## src/rtl/credit_fifo_if.sv

```systemverilog
// Handshake, flush and status signals of credit_fifo grouped into one bundle.
interface credit_fifo_if #(
    parameter int unsigned WIDTH = 16,
    parameter int unsigned DEPTH = 4
);
    localparam int unsigned CW = $clog2(DEPTH) + 1;

    logic             in_genfifo_req_i;
    logic [WIDTH-1:0] in_genfifo_rdata_bi;
    logic             in_genfifo_ack_o;
    logic             out_genfifo_req_o;
    logic [WIDTH-1:0] out_genfifo_wdata_bo;
    logic             out_genfifo_ack_i;
    logic             flush_i;
    logic [CW-1:0]    credits_o;
    logic [CW-1:0]    max_count_o;
    logic [31:0]      stall_cnt_o;

    // Environment side: drives upstream data, downstream ack and flush.
    modport master (
        output in_genfifo_req_i, in_genfifo_rdata_bi, out_genfifo_ack_i, flush_i,
        input  in_genfifo_ack_o, out_genfifo_req_o, out_genfifo_wdata_bo,
               credits_o, max_count_o, stall_cnt_o
    );

    // FIFO side.
    modport slave (
        input  in_genfifo_req_i, in_genfifo_rdata_bi, out_genfifo_ack_i, flush_i,
        output in_genfifo_ack_o, out_genfifo_req_o, out_genfifo_wdata_bo,
               credits_o, max_count_o, stall_cnt_o
    );
endinterface

```

## src/rtl/credit_fifo.sv

```systemverilog
// Credit-based first-word-fall-through FIFO with high-water mark and stall counter.
module credit_fifo #(
    parameter int unsigned WIDTH  = 16,
    parameter int unsigned DEPTH  = 4,
    parameter bit          HWM_EN = 1'b1
) (
    input  logic         clk_i,
    input  logic         rst_i,
    credit_fifo_if.slave bus
);
    localparam int unsigned PW = $clog2(DEPTH);
    localparam int unsigned CW = PW + 1;

    logic [PW-1:0]    wptr_q, wptr_d;
    logic [PW-1:0]    rptr_q, rptr_d;
    logic [CW-1:0]    count_q, count_d;
    logic [CW-1:0]    max_q, max_d;
    logic [31:0]      stall_q, stall_d;
    logic [WIDTH-1:0] mem_q [DEPTH];
    logic [WIDTH-1:0] mem_d [DEPTH];

    logic          in_ack_c;
    logic          out_req_c;
    logic          push_c;
    logic          pop_c;
    logic [CW-1:0] credits_c;

    // Handshake decode; a full FIFO refuses a push even when a pop frees a slot this cycle.
    always_comb begin
        credits_c = CW'(DEPTH) - count_q;
        in_ack_c  = bus.in_genfifo_req_i && (credits_c != '0) && !bus.flush_i && !rst_i;
        out_req_c = (count_q != '0) && !bus.flush_i && !rst_i;
        push_c    = in_ack_c;
        pop_c     = out_req_c && bus.out_genfifo_ack_i;
    end

    // Next-state: pointers, occupancy, peak tracking and stall count; flush overrides all but stall.
    always_comb begin
        wptr_d  = wptr_q;
        rptr_d  = rptr_q;
        count_d = count_q;
        max_d   = max_q;
        stall_d = stall_q;
        mem_d   = mem_q;

        if (push_c) begin
            mem_d[wptr_q] = bus.in_genfifo_rdata_bi;
            wptr_d        = wptr_q + PW'(1);
        end
        if (pop_c) begin
            rptr_d = rptr_q + PW'(1);
        end
        case ({push_c, pop_c})
            2'b10:   count_d = count_q + CW'(1);
            2'b01:   count_d = count_q - CW'(1);
            default: count_d = count_q;
        endcase
        if (HWM_EN && (count_d > max_q)) begin
            max_d = count_d;
        end
        if (out_req_c && !bus.out_genfifo_ack_i && (stall_q != 32'hFFFF_FFFF)) begin
            stall_d = stall_q + 32'd1;
        end
        if (bus.flush_i) begin
            wptr_d  = '0;
            rptr_d  = '0;
            count_d = '0;
            max_d   = '0;
        end
    end

    // Control state register with synchronous reset.
    always_ff @(posedge clk_i) begin
        if (rst_i) begin
            wptr_q  <= '0;
            rptr_q  <= '0;
            count_q <= '0;
            max_q   <= '0;
            stall_q <= '0;
        end else begin
            wptr_q  <= wptr_d;
            rptr_q  <= rptr_d;
            count_q <= count_d;
            max_q   <= max_d;
            stall_q <= stall_d;
        end
    end

    // Storage array; contents survive reset, only the pointers are cleared.
    always_ff @(posedge clk_i) begin
        mem_q <= mem_d;
    end

    assign bus.in_genfifo_ack_o     = in_ack_c;
    assign bus.out_genfifo_req_o    = out_req_c;
    assign bus.out_genfifo_wdata_bo = mem_q[rptr_q];
    assign bus.credits_o            = credits_c;
    assign bus.max_count_o          = HWM_EN ? max_q : '0;
    assign bus.stall_cnt_o          = stall_q;

endmodule

```

## src/flat_wrapper.sv

```systemverilog
// flat-port wrapper written by rule: the top's interface ports become plain ports
module credit_fifo_flat 
#(
    parameter int unsigned WIDTH  = 16,
    parameter int unsigned DEPTH  = 4,
    parameter bit          HWM_EN = 1'b1
)
  (clk_i, rst_i, bus_in_genfifo_req_i, bus_in_genfifo_rdata_bi, bus_out_genfifo_ack_i, bus_flush_i, bus_in_genfifo_ack_o, bus_out_genfifo_req_o, bus_out_genfifo_wdata_bo, bus_credits_o, bus_max_count_o, bus_stall_cnt_o);
  credit_fifo_if #(.WIDTH(WIDTH), .DEPTH(DEPTH)) bus_i ();
  input  logic clk_i;
  input  logic rst_i;
  input wire logic [$bits(bus_i.in_genfifo_req_i)-1:0] bus_in_genfifo_req_i;
  input wire logic [$bits(bus_i.in_genfifo_rdata_bi)-1:0] bus_in_genfifo_rdata_bi;
  input wire logic [$bits(bus_i.out_genfifo_ack_i)-1:0] bus_out_genfifo_ack_i;
  input wire logic [$bits(bus_i.flush_i)-1:0] bus_flush_i;
  output wire logic [$bits(bus_i.in_genfifo_ack_o)-1:0] bus_in_genfifo_ack_o;
  output wire logic [$bits(bus_i.out_genfifo_req_o)-1:0] bus_out_genfifo_req_o;
  output wire logic [$bits(bus_i.out_genfifo_wdata_bo)-1:0] bus_out_genfifo_wdata_bo;
  output wire logic [$bits(bus_i.credits_o)-1:0] bus_credits_o;
  output wire logic [$bits(bus_i.max_count_o)-1:0] bus_max_count_o;
  output wire logic [$bits(bus_i.stall_cnt_o)-1:0] bus_stall_cnt_o;
  assign bus_i.in_genfifo_req_i = bus_in_genfifo_req_i;
  assign bus_i.in_genfifo_rdata_bi = bus_in_genfifo_rdata_bi;
  assign bus_i.out_genfifo_ack_i = bus_out_genfifo_ack_i;
  assign bus_i.flush_i = bus_flush_i;
  assign bus_in_genfifo_ack_o = bus_i.in_genfifo_ack_o;
  assign bus_out_genfifo_req_o = bus_i.out_genfifo_req_o;
  assign bus_out_genfifo_wdata_bo = bus_i.out_genfifo_wdata_bo;
  assign bus_credits_o = bus_i.credits_o;
  assign bus_max_count_o = bus_i.max_count_o;
  assign bus_stall_cnt_o = bus_i.stall_cnt_o;
  credit_fifo #(.WIDTH(WIDTH), .DEPTH(DEPTH), .HWM_EN(HWM_EN)) u_core (.clk_i(clk_i), .rst_i(rst_i), .bus(bus_i));
endmodule
```

## config.mk

```make
export PLATFORM = sky130hd
export DESIGN_NAME = credit_fifo_flat
export DESIGN_NICKNAME = d
export VERILOG_FILES = /design/src/rtl/credit_fifo_if.sv /design/src/rtl/credit_fifo.sv /design/src/flat_wrapper.sv
export SDC_FILE = /design/constraint.sdc
export NUM_CORES = 1
export LEC_CHECK = 0
export CORE_UTILIZATION = 53
export CTS_BUF_LIST = sky130_fd_sc_hd__clkbuf_4 sky130_fd_sc_hd__clkbuf_8 sky130_fd_sc_hd__clkbuf_16
export DETAILED_ROUTE_END_ITERATION = 6
export GPL_TIMING_DRIVEN = 0
export PLACE_DENSITY = 0.78
export SLEW_MARGIN = 15
export SYNTH_ARGS = -nofsm -noshare
export SYNTH_HDL_FRONTEND = slang
export SYNTH_SLANG_ARGS = --single-unit
```

## constraint.sdc

```tcl
create_clock -name clk_i -period 4.8 [get_ports clk_i]
set_input_delay 0.96 -clock clk_i [delete_from_list [all_inputs] [get_ports clk_i]]
set_output_delay 0.96 -clock clk_i [all_outputs]
set_load 0.03 [all_outputs]
```

==> flow_summary.yaml <==
status:
  status: "completed"
setup_path:
  r2r-end: "u_core.bus.max_count_o[1]$_SDFFE_PP0N_"
  worstPathRequired_ps: 5050
  cpPeakStageDelay_ps: 540
  crit_slowest_cell: "clkdlybuf4s50_1"
  reg2reg_from: "u_core.count_q[0]$_SDFF_PP0_"
  reg2reg_slack_ps: 950
  worst_ep_arrival_time_ps: 4530
  critPathKind: "input port to flip-flop"
  worstPathMaxFanout: 6
  path_common_cell: "ha_1"
  path_cells: "clkdlybuf4s50_1 -> or2_2 -> nor3b_1 -> ha_1 -> fa_1 -> mux2_2 -> ha_1 -> nor2b_1 -> o21ai_0 -> a32oi_1 -> mux2i_1 -> nor2_1"
  crit_path_start_kind: "input port"
  reg2reg_depth: 15
  end_kind: "flip-flop"
synthesis:
  muxShareOfSynthArea_pct: 9.22
  syn_nets: 392
  synth-edff-count: 64
  async_reset_ff_share_pct: 0
  synth_xor_area_share_pct: 1.71
  synthFlopType: "edfxtp_1"
  syn_area_um2: 4600
  synth_compound_area_share_pct: 7.48
  synthCells: 358
  ys_seq_area_share_pct: 60.0
  yosys_warnings: 0
  ys_seq_elements: 106
  synth_top_family_by_area: "simple AND/OR/NAND/NOR gates"
  synth_adder_area_share_pct: 3.70
  synth-simple-area-share_pct: 15.0
  ys_types: 43
  synth_area_per_cell_um2: 12.9
routing:
  via_count: 3139
  routedWlPerCell_um: 16.6
  postRouteAntennaNets: 0
  drt-initial-drc-count: 137
  wirelength_mm: 9.19
  avgViaCountPerCell: 5.66
  dr.pass1.iters: 4
  drc: 0
global_routing:
  busiest_layer: "met2"
  grt_max_degree: 20
  grt_util_all_layers_pct: 21.5
  grt-ovfl-total: 0
  grt_util_met1_pct: 27.9
  antenna_found_initial: 0
  grt_use_met2_pct: 36.4
  grt_util_met3_pct: 5.02
  grt_pass1_wl_mm: 14.6
  first_global_vias: 3034
power:
  intPower_w: 0.00120
  ir_worst_vdd_mv: 0.140
  p_leak_nw: 1.75
  p_sw_w: 0.000356
  seq_power_share_pct: 62.4
  powerDensity_nw_per_um2: 274
  sw_frac_of_total_pct: 22.9
  finalPower_w: 0.00156
  pwr-share-comb_pct: 4.6
  p_clk_share_pct: 33.0
cts:
  cts_tree: "done"
  max-clock-path-buffers: 2
  cts.repair.resized: 0
  post_cts_buffers: 0
  cts_max_level: 3
  clock-root-buffer: "clkbuf_8"
  cts_sinks: 106
  clkLatencyLatePin_ps: 370
  clkTransAtPathRegs_ps: 110
  cts_made_buffers: 9
  hold_buffers: 0
timing:
  worst_slew_pin_slew_ps: 1030
  slew_violations: 0
  setup-tns-final_ps: 0
  holdWs_ps: 523
  hold_viol: 0
  fmax_mhz: 234
  relSlewSlack_pct: 30.5
  fin_skew_ps: 9.64
  min_period_ps: 4280
  finalCritPeriodShare_pct: 89.1
  rsz0062_at_grt: "no"
  setup_violations: 0
die:
  core_area_um2: 8300
  die_x_um: 95.2
  placementRows: 33
  ios: 77
  die-area_um2: 9060
  start_util_pct: 55.4
  die_h_um: 95.2
final_layout:
  nNetsFinal: 479
  seq_area_um2: 2760
  stdcell_count: 555
  layout_commonest_cell: "clkdlybuf4s50_1"
  layout-drive-gt1-share_pct: 10.2
  multi_input_area_um2: 1710
  final_cell_mix: "clkdlybuf4s50_1, edfxtp_1, dfxtp_1"
  diodes: 0
  final_area_um2: 5680
  areaGrowthSynthToFinish_pct: 23.4
  fill_cells: 616
placed_design:
  hpwlAfterDp_mm: 6.48
  port_buffers: 76
  place_congestion: 0.906
  dpl_cell_area_um2: 5490
  dp_cells: 539
hold_path:
  hold_end: "u_core.bus.stall_cnt_o[14]$_SDFFE_PP0P_"
  timing.hold.worst_path_depth: 2
  hp-class: "flip-flop to flip-flop"
  min_from: "u_core.bus.stall_cnt_o[14]$_SDFFE_PP0P_"
job:
  drv_cap: 0
-- stage by stage --
stage	setup WS (ps)	util (%)
global route	292	68.4
finish	522	68.4
CTS	539	68.4
detailed placement	138	66.2
global placement	309	66.2
floorplan	755	-
-- final cells by class --
class,count,share of cell area [%]
buffer,16,1.26
sequential,106,48.7
timing repair buffer,76,13.4
tap,105,2.31
multi-input combinational,220,30.1
inverter,16,1.06
clock buffer,9,2.18
clock inverter,7,1.08
-- state kept, by name, summed over array words and instances, names as in the netlist --
register                flops
u_core.rptr_q               2
u_core.mem_q               64
u_core.bus.stall_cnt_o     32
u_core.wptr_q               2
u_core.count_q              3
u_core.bus.max_count_o      3
-- power groups by stage --
stage	Clock [W]	Sequential [W]	Combinational, W
after CTS	0.000525	0.000972	0.0000713
after global routing	0.000564	0.000973	0.0000764
after detailed placement	0	0.000993	0.0000709
final	0.000515	0.000972	0.0000709
after floorplan	0	0.000993	0.0000326
after global placement	0	0.000992	0.0000696
-- synth_stat cells, drive strengths merged (4+ instances only) --
| master | count | area [µm²] |
|---|---|---|
| nor2b | 6 | 37.5 |
| and4 | 5 | 45.0 |
| edfxtp | 64 | 1920 |
| and2 | 5 | 31.3 |
| ha | 12 | 150 |
| xnor2 | 6 | 52.6 |
| a21oi | 23 | 115 |
| clkbuf | 12 | 45.0 |
| nand3 | 12 | 60.1 |
| o31ai | 10 | 75.1 |
| nor3 | 6 | 30.0 |
| o21ai | 13 | 65.1 |
| nor4 | 5 | 37.5 |
| or3 | 14 | 90.1 |
| mux4 | 16 | 360 |
| inv | 16 | 60.1 |
| nor2 | 19 | 71.3 |
| dfxtp | 42 | 841 |
| nand2 | 16 | 60.1 |
| or4 | 15 | 116 |
| buf | 4 | 26.3 |
| nand4 | 10 | 68.8 |
-- per-layer routing --
| metal | up-vias | wire, µm |
|---|---|---|
| met4 | 0 | 72 |
| met5 | - | 0 |
| met3 | 7 | 479 |
| met2 | 82 | 4500 |
| li1 | 1548 | - |
| met1 | 1502 | 4130 |
-- worst max-delay path by stage --
stage	start	slack, ps	depth (start not counted)	endpoint
global placement	rst_i	310	12	u_core.bus.max_count_o[0]$_SDFFE_PP0N_
detailed placement	rst_i	140	12	u_core.bus.max_count_o[1]$_SDFFE_PP0N_
floorplan	bus_flush_i	760	12	u_core.bus.max_count_o[0]$_SDFFE_PP0N_
CTS	rst_i	540	12	u_core.bus.max_count_o[1]$_SDFFE_PP0N_
global route	rst_i	290	12	u_core.bus.max_count_o[0]$_SDFFE_PP0N_
finish	rst_i	520	12	u_core.bus.max_count_o[1]$_SDFFE_PP0N_
-- cells by family (layout without fill, tap and decap cells) --
kind of cell               Yosys count  count (layout)
adders and majority gates           13              13
and+or+nand+nor                    119             119
DFF                                106             106
xor gates and xnor gates             9               9
buffers and inverters               32             124
muxes                               22              22
AOI/OAI and AO/OA                   57              57
-- worst max-delay path: cells and delay by family --
family	cells	cell delay [ps]
buffers and inverters	1	540
multiplexers	2	530
AO/OA/AOI/OAI	2	460
AND/OR/NAND/NOR	4	1010
adder cells (fa/ha/maj)	3	1030
No activity file was read; power rests on OpenSTA's default activity.
